<file path="src/rtl/layer_background_scroll.sv">
// Scrolling, palettised background layer: maps screen counters to a wrapped source pixel,
// fetches its word from block memory and emits the palette colour MEM_LAT+2 cycles later.
module layer_background_scroll #(
    parameter int IMG_W       = 320,
    parameter int IMG_H       = 240,
    parameter int BPP         = 4,
    parameter int MEM_DW      = 8,
    parameter int MEM_AW      = 16,
    parameter int SCALE_SHIFT = 1,
    parameter int MEM_LAT     = 1
) (
    input  logic              clk,
    input  logic              rst,
    input  logic [9:0]        h_cnt,
    input  logic [9:0]        v_cnt,
    input  logic              valid_in,
    input  logic              scroll_we,
    input  logic [9:0]        scroll_x_in,
    input  logic [9:0]        scroll_y_in,
    input  logic              pal_we,
    input  logic [BPP-1:0]    pal_idx,
    input  logic [11:0]       pal_data,
    output logic [MEM_AW-1:0] mem_addr,
    input  logic [MEM_DW-1:0] mem_data,
    output logic [11:0]       pixel,
    output logic              pixel_valid
);

    localparam int PPW  = MEM_DW / BPP;
    localparam int LW   = (PPW > 1) ? $clog2(PPW) : 1;
    localparam int NPAL = 2 ** BPP;
    localparam int GSH  = (BPP <= 4) ? (4 - BPP) : 0;
    localparam logic [10:0] IMG_W_L = 11'(IMG_W);
    localparam logic [10:0] IMG_H_L = 11'(IMG_H);

    function automatic logic [11:0] grey_entry(input int i);
        logic [3:0] g;
        if (BPP <= 4) g = 4'(i << GSH);
        else          g = 4'(i >> 4);
        return {g, g, g};
    endfunction

    logic [9:0]  shadow_x, shadow_y;
    logic [9:0]  act_x, act_y;
    logic [9:0]  eff_x, eff_y;
    logic        frame_commit;
    logic [10:0] sum_x, sum_y;
    logic [9:0]  sx, sy;
    logic [31:0] lin_idx;

    logic [LW-1:0]  lane_a;
    logic           valid_a;
    logic [LW-1:0]  lane_d [MEM_LAT];
    logic [MEM_LAT-1:0] valid_d;
    logic [BPP-1:0] pal_sel;
    logic [11:0]    palette [NPAL];

    assign frame_commit = (h_cnt == 10'd0) && (v_cnt == 10'd0);

    // The first pixel of a frame already sees the value being committed, so the whole frame is uniform.
    always_comb begin
        eff_x   = frame_commit ? shadow_x : act_x;
        eff_y   = frame_commit ? shadow_y : act_y;
        sum_x   = {1'b0, h_cnt >> SCALE_SHIFT} + {1'b0, eff_x};
        sum_y   = {1'b0, v_cnt >> SCALE_SHIFT} + {1'b0, eff_y};
        sx      = (sum_x >= IMG_W_L) ? 10'(sum_x - IMG_W_L) : sum_x[9:0];
        sy      = (sum_y >= IMG_H_L) ? 10'(sum_y - IMG_H_L) : sum_y[9:0];
        lin_idx = 32'(sy) * 32'(IMG_W) + 32'(sx);
    end

    always_ff @(posedge clk) begin
        if (rst) begin
            shadow_x <= '0;
            shadow_y <= '0;
            act_x    <= '0;
            act_y    <= '0;
        end else begin
            if (scroll_we && ({1'b0, scroll_x_in} < IMG_W_L) && ({1'b0, scroll_y_in} < IMG_H_L)) begin
                shadow_x <= scroll_x_in;
                shadow_y <= scroll_y_in;
            end
            if (frame_commit) begin
                act_x <= shadow_x;
                act_y <= shadow_y;
            end
        end
    end

    always_ff @(posedge clk) begin
        if (rst) begin
            mem_addr <= '0;
            valid_a  <= 1'b0;
            valid_d  <= '0;
        end else begin
            mem_addr   <= MEM_AW'(lin_idx / PPW);
            valid_a    <= valid_in;
            valid_d[0] <= valid_a;
            for (int k = 1; k < MEM_LAT; k++) valid_d[k] <= valid_d[k-1];
        end
    end

    // Lane indices travel alongside the memory read; only the valid bits need clearing.
    always_ff @(posedge clk) begin
        lane_a    <= LW'(lin_idx % PPW);
        lane_d[0] <= lane_a;
        for (int k = 1; k < MEM_LAT; k++) lane_d[k] <= lane_d[k-1];
    end

    always_comb begin
        pal_sel = '0;
        for (int k = 0; k < PPW; k++) begin
            if (lane_d[MEM_LAT-1] == LW'(k)) pal_sel = mem_data[k*BPP +: BPP];
        end
    end

    // A write lands at the same edge as a lookup of that entry, so the lookup returns the old colour.
    always_ff @(posedge clk) begin
        if (rst) begin
            for (int i = 0; i < NPAL; i++) palette[i] <= grey_entry(i);
        end else if (pal_we) begin
            palette[pal_idx] <= pal_data;
        end
    end

    always_ff @(posedge clk) begin
        if (rst) begin
            pixel       <= 12'h000;
            pixel_valid <= 1'b0;
        end else if (valid_d[MEM_LAT-1]) begin
            pixel       <= palette[pal_sel];
            pixel_valid <= 1'b1;
        end else begin
            pixel       <= 12'h000;
            pixel_valid <= 1'b0;
        end
    end

endmodule

</file>
<file path="config.mk">
export PLATFORM = sky130hd
export DESIGN_NAME = layer_background_scroll
export DESIGN_NICKNAME = d
export VERILOG_FILES = /design/src/rtl/layer_background_scroll.sv
export SDC_FILE = /design/constraint.sdc
export NUM_CORES = 1
export LEC_CHECK = 0
export CAP_MARGIN = 20
export CORE_MARGIN = 2
export CORE_UTILIZATION = 37
export DETAILED_ROUTE_END_ITERATION = 10
export GPL_TIMING_DRIVEN = 0
export PLACE_DENSITY_LB_ADDON = 0.25
export SYNTH_ARGS = -nofsm -noshare
export SYNTH_HDL_FRONTEND = slang
export SYNTH_SLANG_ARGS = --single-unit
export TNS_END_PERCENT = 10
</file>
<file path="constraint.sdc">
create_clock -name clk -period 20.3 [get_ports clk]
set_input_delay 6.09 -clock clk [delete_from_list [all_inputs] [get_ports clk]]
set_output_delay 6.09 -clock clk [all_outputs]
set_load 0.1 [all_outputs]
</file>
# Word-level counts from Yosys, hierarchy flattened
# Memories as Yosys holds them, arrays and structs flattened. A register that Yosys moved wholly into a read port is not among the register bits.
# Index checks and enable logic that the tools add are counted.
dict set report classes {
  addsub 5
  mul 1
  magnitude_cmp 4
  mux 30
  n_bitwise 1
  n_reduce_logical 7
}
# cell n
set op_table {}
lappend op_table {{4-bit two-way mux} 18}
lappend op_table {{10-bit two-way mux} 4}
lappend op_table {{9-bit by 10-bit adder with 11-bit output} 2}
lappend op_table {{10-bit logical NOT} 2}
lappend op_table {{17-bit by 10-bit adder with 17-bit output} 1}
lappend op_table {{12-bit two-way mux} 1}
lappend op_table {{12-bit OR reduction} 1}
lappend op_table {{11-bit by 8-bit greater-or-equal comparator with 1-bit output, second input constant} 1}
lappend op_table {{11-bit by 9-bit greater-or-equal comparator with 1-bit output, second input constant} 1}
lappend op_table {{10-bit by 3-bit multiplier with 11-bit output, second input constant} 1}
lappend op_table {{10-bit by 8-bit less-than comparator with 1-bit output, second input constant} 1}
lappend op_table {{10-bit by 9-bit less-than comparator with 1-bit output, second input constant} 1}
lappend op_table {{10-bit by 8-bit subtractor with 10-bit output, second input constant} 1}
lappend op_table {{10-bit by 9-bit subtractor with 10-bit output, second input constant} 1}
lappend op_table {{1-bit two-way mux} 7}
lappend op_table {{1-bit logical AND} 3}
lappend op_table {{2-bit OR reduction} 1}
lappend op_table {{1-bit NOT} 1}
dict set report totals {
  register_bits 60
  ram_bits 193
  input_bits 69
  out_inout_bits 29
  wordCells 59
  mem_count 2
}
# name words width rd rd_ports_with_merged_regs write_ports line_no
set memory_table {}
lappend memory_table {palette 16 12 1 1 16 56} ;# logic [11:0] palette [NPAL];
lappend memory_table {lane_d 1 1 1 0 1 53} ;# logic [LW-1:0] lane_d [MEM_LAT];

# Logic depth before layout (Yosys ltp)
dict set report depth {
  word_depth 8
  ltp_mapped 33
  ltp_nobuf 31
}

# Worst setup path before layout
# No wires, ideal clock.
dict set report synth_path {
  path_type {input port to flip-flop}
  startpoint {input port v_cnt[7]}
  endpoint {register mem_addr[15]}
  setup_time_ps 125
  t_arrival_ps 11496
  required_time_ps 20175
  setup_slack_ps 8679
  stages 27
  path_buffers 2
  path_cell_list {nor4_1 -> nand3_1 -> nor2_2 -> buf_4 -> buf_2 -> mux2i_1 -> inv_1 -> ha_1 -> a211oi_2 -> o21ai_0 -> xnor2_1 -> ha_1 -> inv_1 -> nor3_2 -> and4bb_1 -> nand4bb_4 -> xor2_1 -> ha_1 -> fa_1 -> a21o_1 -> a21oi_1 -> xnor2_1 -> nand4b_1 -> nor3_1 -> xnor3_1 -> xnor2_1 -> nor2_1}
}
dict set report synth_via {
  elab_chain_cells 8
  elab_cells_between_ends 14
  classes_between {5 x add/sub; 1 x mul; 2 x order compare; 4 x mux; 2 x reduce/logical}
}
# element line_no
set synth_rtl {}
lappend synth_rtl {{start: declaration} 15} ;# input logic [9:0] v_cnt,
lappend synth_rtl {{10-bit logical NOT (*)} 58} ;# assign frame_commit = (h_cnt == 10'd0) && (v_cnt == 10'd0);
lappend synth_rtl {{1-bit logical AND (*)} 58}
lappend synth_rtl {{10-bit two-way mux (*)} n/a}
lappend synth_rtl {{named net eff_y[1]} 45} ;# logic [9:0] eff_x, eff_y;
lappend synth_rtl {{9-bit by 10-bit adder with 11-bit output (*)} 65} ;# sum_y = {1'b0, v_cnt >> SCALE_SHIFT} + {1'b0, eff_y};
lappend synth_rtl {{10-bit by 8-bit subtractor with 10-bit output / 11-bit by 8-bit greater-or-equal comparator with 1-bit output (equally long branches)} 67} ;# sy = (sum_y >= IMG_H_L) ? 10'(sum_y - IMG_H_L) : sum_y[9:0];
lappend synth_rtl {{10-bit two-way mux (*)} 67}
lappend synth_rtl {{10-bit by 3-bit multiplier with 11-bit output (*)} 68} ;# lin_idx = 32'(sy) * 32'(IMG_W) + 32'(sx);
lappend synth_rtl {{17-bit by 10-bit adder with 17-bit output (*)} 68}
lappend synth_rtl {{end signal: assignment} 95} ;# mem_addr <= MEM_AW'(lin_idx / PPW);
lappend synth_rtl {{end: declaration} 23} ;# output logic [MEM_AW-1:0] mem_addr,
# Mark *: on every way through the listed nets, which the timed path passes. The rest lies on a longest branch.
# A chain may end at the register's enable or synchronous reset.

# Final worst setup path
dict set report layout_path {
  startpoint {input port h_cnt[1]}
  endpoint {register mem_addr[15]}
}
dict set report layout_via {
  elab_chain_cells 8
  elab_cells_between_ends 14
  classes_between {5 x add/sub; 1 x mul; 2 x order compare; 4 x mux; 2 x reduce/logical}
}
# element line_no
set layout_rtl {}
lappend layout_rtl {{start: declaration} 14} ;# input logic [9:0] h_cnt,
lappend layout_rtl {{10-bit logical NOT (*)} 58}
lappend layout_rtl {{1-bit logical AND (*)} 58}
lappend layout_rtl {{10-bit two-way mux (*)} n/a}
lappend layout_rtl {{named net eff_y[1]} 45}
lappend layout_rtl {{9-bit by 10-bit adder with 11-bit output (*)} 65}
lappend layout_rtl {{10-bit by 8-bit subtractor with 10-bit output / 11-bit by 8-bit greater-or-equal comparator with 1-bit output (equally long branches)} 67}
lappend layout_rtl {{10-bit two-way mux (*)} 67}
lappend layout_rtl {{10-bit by 3-bit multiplier with 11-bit output (*)} 68}
lappend layout_rtl {{17-bit by 10-bit adder with 17-bit output (*)} 68}
# Marks and branches as above.

==> results.md <==
- Antenna-violating nets left: 0
- Worst EP arrival: about 13 ns
- Fin. max-slew vios: 0
- Max cap viols: 0
- Post-CTS Setup Bufs: 0
- Max frequency: slightly below 80 MHz
- CP max-delay cell: nor4_1
- Clock skew: roughly 0.018 ns
- Initial Utilization: a little under two fifths
- Post-detail-place hpwl: 24.14 mm
- Gate power share: ~16%
- #FFs+latches synth: 265
- Gpl congestion: approximately 0.82
- Leakage power: about 5.5 nW
- Pre-Repair DR Iteration Count: 5
- Layout cell share with drive strength beyond 1: 12.72%
- Max rail drop VDD: approximately 0.072 mV
- Worst path required time: roughly 21 ns
- H-tree depth: 1
- Final Critical Period: approximately 13 ns
- Worst setup path category: primary input to flop
- Final Setup Violations: 0
- Die width: 191.3 um
- Initial antenna violation count: 0
- Psw: approximately 0.36 mW
- Fin Hold WS: 0.3469 ns
- Synthesized area per cell: 13.11 um2
- Cts bufs inserted: 29
- Worst Setup End Kind: flop
- Vias: 8364
- Area Growth Syn to Fin: 18.74%
- EDFF count, synth: roughly 190
- Total negative slack: 0 ns
- Post-layout nets: roughly 1200
- Slowest cell delay on critical path: about 0.53 ns
- Drt wl/cell: approximately 22 um
- Outcome: completed
- CTS tree: built
- Post-CTS Hold Buffers: 0
- Util after Layout: about 45%
- Most used DFF post-synth: edfxtp_1
- Worst slew pin tran: roughly 1.0 ns
- Routed wire length: 34.62 mm
- Die area: between 30000 and 40000 um2
- Total track usage: around a fifth
- DRC violations left: 0
- Post-cts resize count: 0
- Vias in the first global route: about 8600
- Initial DRC count: 600
- Total power: roughly 1.3 mW
- Synth unique cells: 64
- Synth Instances: between 900 and 1000
- Maximum buffer depth of the clock tree: 3
- RSZ-0062 raised after global routing: false
- Pre-CTS WS: between 6 and 7 ns
- First-pass GRT wire length: about 52 mm
- Min-Delay Path Class: flop to flop
- Final setup margin: 7.401 ns
- GRT Residual Overflow: 0
- Port buffer count: just under 100
- Fillers: roughly 3200
- Height of the chip: 191.3 um
- Sink Count: 265
- Rows: just under 70
- Switch share: 27.10%
- Clk Latency, worst-skew pair: about 0.55 ns
- Largest fanout on the critical path: 10
- Via-to-Cell Ratio: 5.237
- Largest net degree at the start of global routing: 15
- I/O pins: about 100
- Sequential power share: between 40% and 50%
- CP startpoint kind: primary input
- Top cell family by delay on the critical path: simple AND/OR/NAND/NOR gates
- Internal power: 0.9675 mW
- Clock group share of total power: between 30% and 40%
- Seq/Total Area, Yosys: 55.69%
- Relative slew margins: 32.62%
- Clock-pin slew on the worst setup and hold paths: approximately 0.06 ns
- Synthesized cell area: roughly 13000 um2
- Final Cycle Share: 63.54%
- Final Hold Fails: 0
- CP bufs+invs: 5
- Root Driver: clkbuf_16
- Syn_nets: 1103
- Cell area power density: around 86 nW/um2
- Asr flop ratio synth: 0%
- Yosys warns: 0
- Core area: 34540 um2
cells by family (layout without fill, tap and decap cells):
family	Yosys count	count (layout)	synth area share, %
AND/OR/NAND/NOR	366	366	16.56
flip-flops	265	265	55.69
multiplexers	105	105	13.03
AO/OA/AOI/OAI	94	94	5.255
buffers and inverters	82	232	2.536
adder cells (fa/ha/maj)	44	44	4.474
XOR/XNOR	34	34	2.459
other	0	2	0
metal layers:
layer  wire, um  share of wire [%]  vias up  track usage [%]
met5          0                  0        -                0
met2      16110                 47      280            30.89
met4       1060                3.1        0            6.065
li1           -                  -     3915                -
met1      15490                 45     4107            26.90
met3       1962                5.7       62            2.295
cells in the final DEF, fill, tap and decap left out, drive strengths merged, types with 2 or more instances in the layout:
| cell | netlist | layout |
|---|---|---|
| nor3 | 9 | 9 |
| mux2 | 18 | 18 |
| diode | 0 | 2 |
| clkbuf | 52 | 92 |
| a2111oi | 2 | 2 |
| nor2b | 39 | 39 |
| clkdlybuf4s50 | 0 | 97 |
| a21o | 9 | 9 |
| dfxtp | 73 | 73 |
| fa | 4 | 4 |
| a21oi | 15 | 15 |
| a211oi | 31 | 31 |
| mux4 | 48 | 48 |
| edfxtp | 192 | 192 |
| or3b | 2 | 2 |
| nand4b | 2 | 2 |
| o211ai | 5 | 5 |
| o21ai | 15 | 15 |
| xor2 | 14 | 14 |
| a31oi | 3 | 3 |
| ha | 40 | 40 |
| nand3b | 2 | 2 |
| nor2 | 60 | 60 |
| or2 | 15 | 15 |
| nand2 | 13 | 13 |
| buf | 12 | 13 |
| or3 | 86 | 86 |
| mux2i | 39 | 39 |
| inv | 18 | 20 |
| and2 | 100 | 100 |
| nand2b | 22 | 22 |
| o21bai | 5 | 5 |
| nand3 | 5 | 5 |
| xnor2 | 19 | 19 |
| clkinv | 0 | 8 |
| nor4 | 5 | 5 |
cells in the mapped netlist, types with 3 or more instances:
cell type	number	area share, %
a21oi_1	15	0.58
o21ai_0	12	0.46
nor2_1	58	1.7
dfxtp_1	73	11
nor2b_1	38	1.8
inv_1	18	0.52
ha_1	40	3.9
nor3_1	8	0.31
nand2b_1	22	1.1
buf_2	8	0.31
a211oi_1	29	1.7
or3_1	86	4.1
clkbuf_1	52	1.5
or2_2	15	0.72
edfxtp_1	192	44
fa_1	4	0.62
o21bai_1	5	0.29
a21o_1	9	0.52
nor4_1	5	0.24
mux4_2	48	8.3
mux2i_1	38	2.9
mux2_2	16	1.4
xor2_1	13	0.88
and2_1	100	4.8
buf_4	3	0.17
xnor2_1	19	1.3
o21ai_1	3	0.12
nand2_1	13	0.38
nand3_1	5	0.19
o211ai_1	4	0.23
state kept, by name (all words and copies together) (netlist names):
register     count
act_y           10
valid_a          1
pixel_valid      1
valid_d          1
act_x           10
mem_addr        16
shadow_x        10
palette        192
lane_d           1
lane_a           1
pixel           12
shadow_y        10
power groups by stage:
stage / clock, mW / sequential (mW) / combinational (mW)
global route: 0.524 / 0.620 / 0.227
floorplan: 0 / 0.671 / 0.0974
detailed placement: 0 / 0.628 / 0.213
CTS: 0.503 / 0.617 / 0.215
finish: 0.496 / 0.617 / 0.214
global placement: 0 / 0.627 / 0.213
metrics by stage:
step           instance area, um2  instances
3_3_place_gp                14520       1542
4_1_cts                     15400       1595
6_report                    15410       1597
2_1_floorplan               12980        990
5_1_grt                     15400       1595
3_5_place_dp                14530       1543
path summary, 6_finish.rpt:
check / to / from / slack, ns / cells past startpoint
hold / removal: lane_d[0] / lane_a / 0.35 / 0
setup / recovery: mem_addr[15] / h_cnt[1] / 7.40 / 28
hold reg to reg: lane_d[0] / lane_a / 0.35 / 0
setup reg to reg: mem_addr[15] / shadow_y[0] / 14.60 / 24
cell type report:
cell class / instances / area (um2) / area share [%]
Sequential cell: 265 / 7227 / 46.90
Clock buffer: 40 / 787.0 / 5.108
Buffer: 64 / 261.5 / 1.697
Multi-Input combinational cell: 643 / 5420 / 35.18
Timing Repair Buffer: 98 / 982.2 / 6.374
Antenna cell: 2 / 5.005 / 0.03248
Clock inverter: 12 / 88.84 / 0.5765
Tap cell: 455 / 569.3 / 3.695
Inverter: 18 / 67.56 / 0.4385
Note: power is estimated with default switching activity, not from simulation.
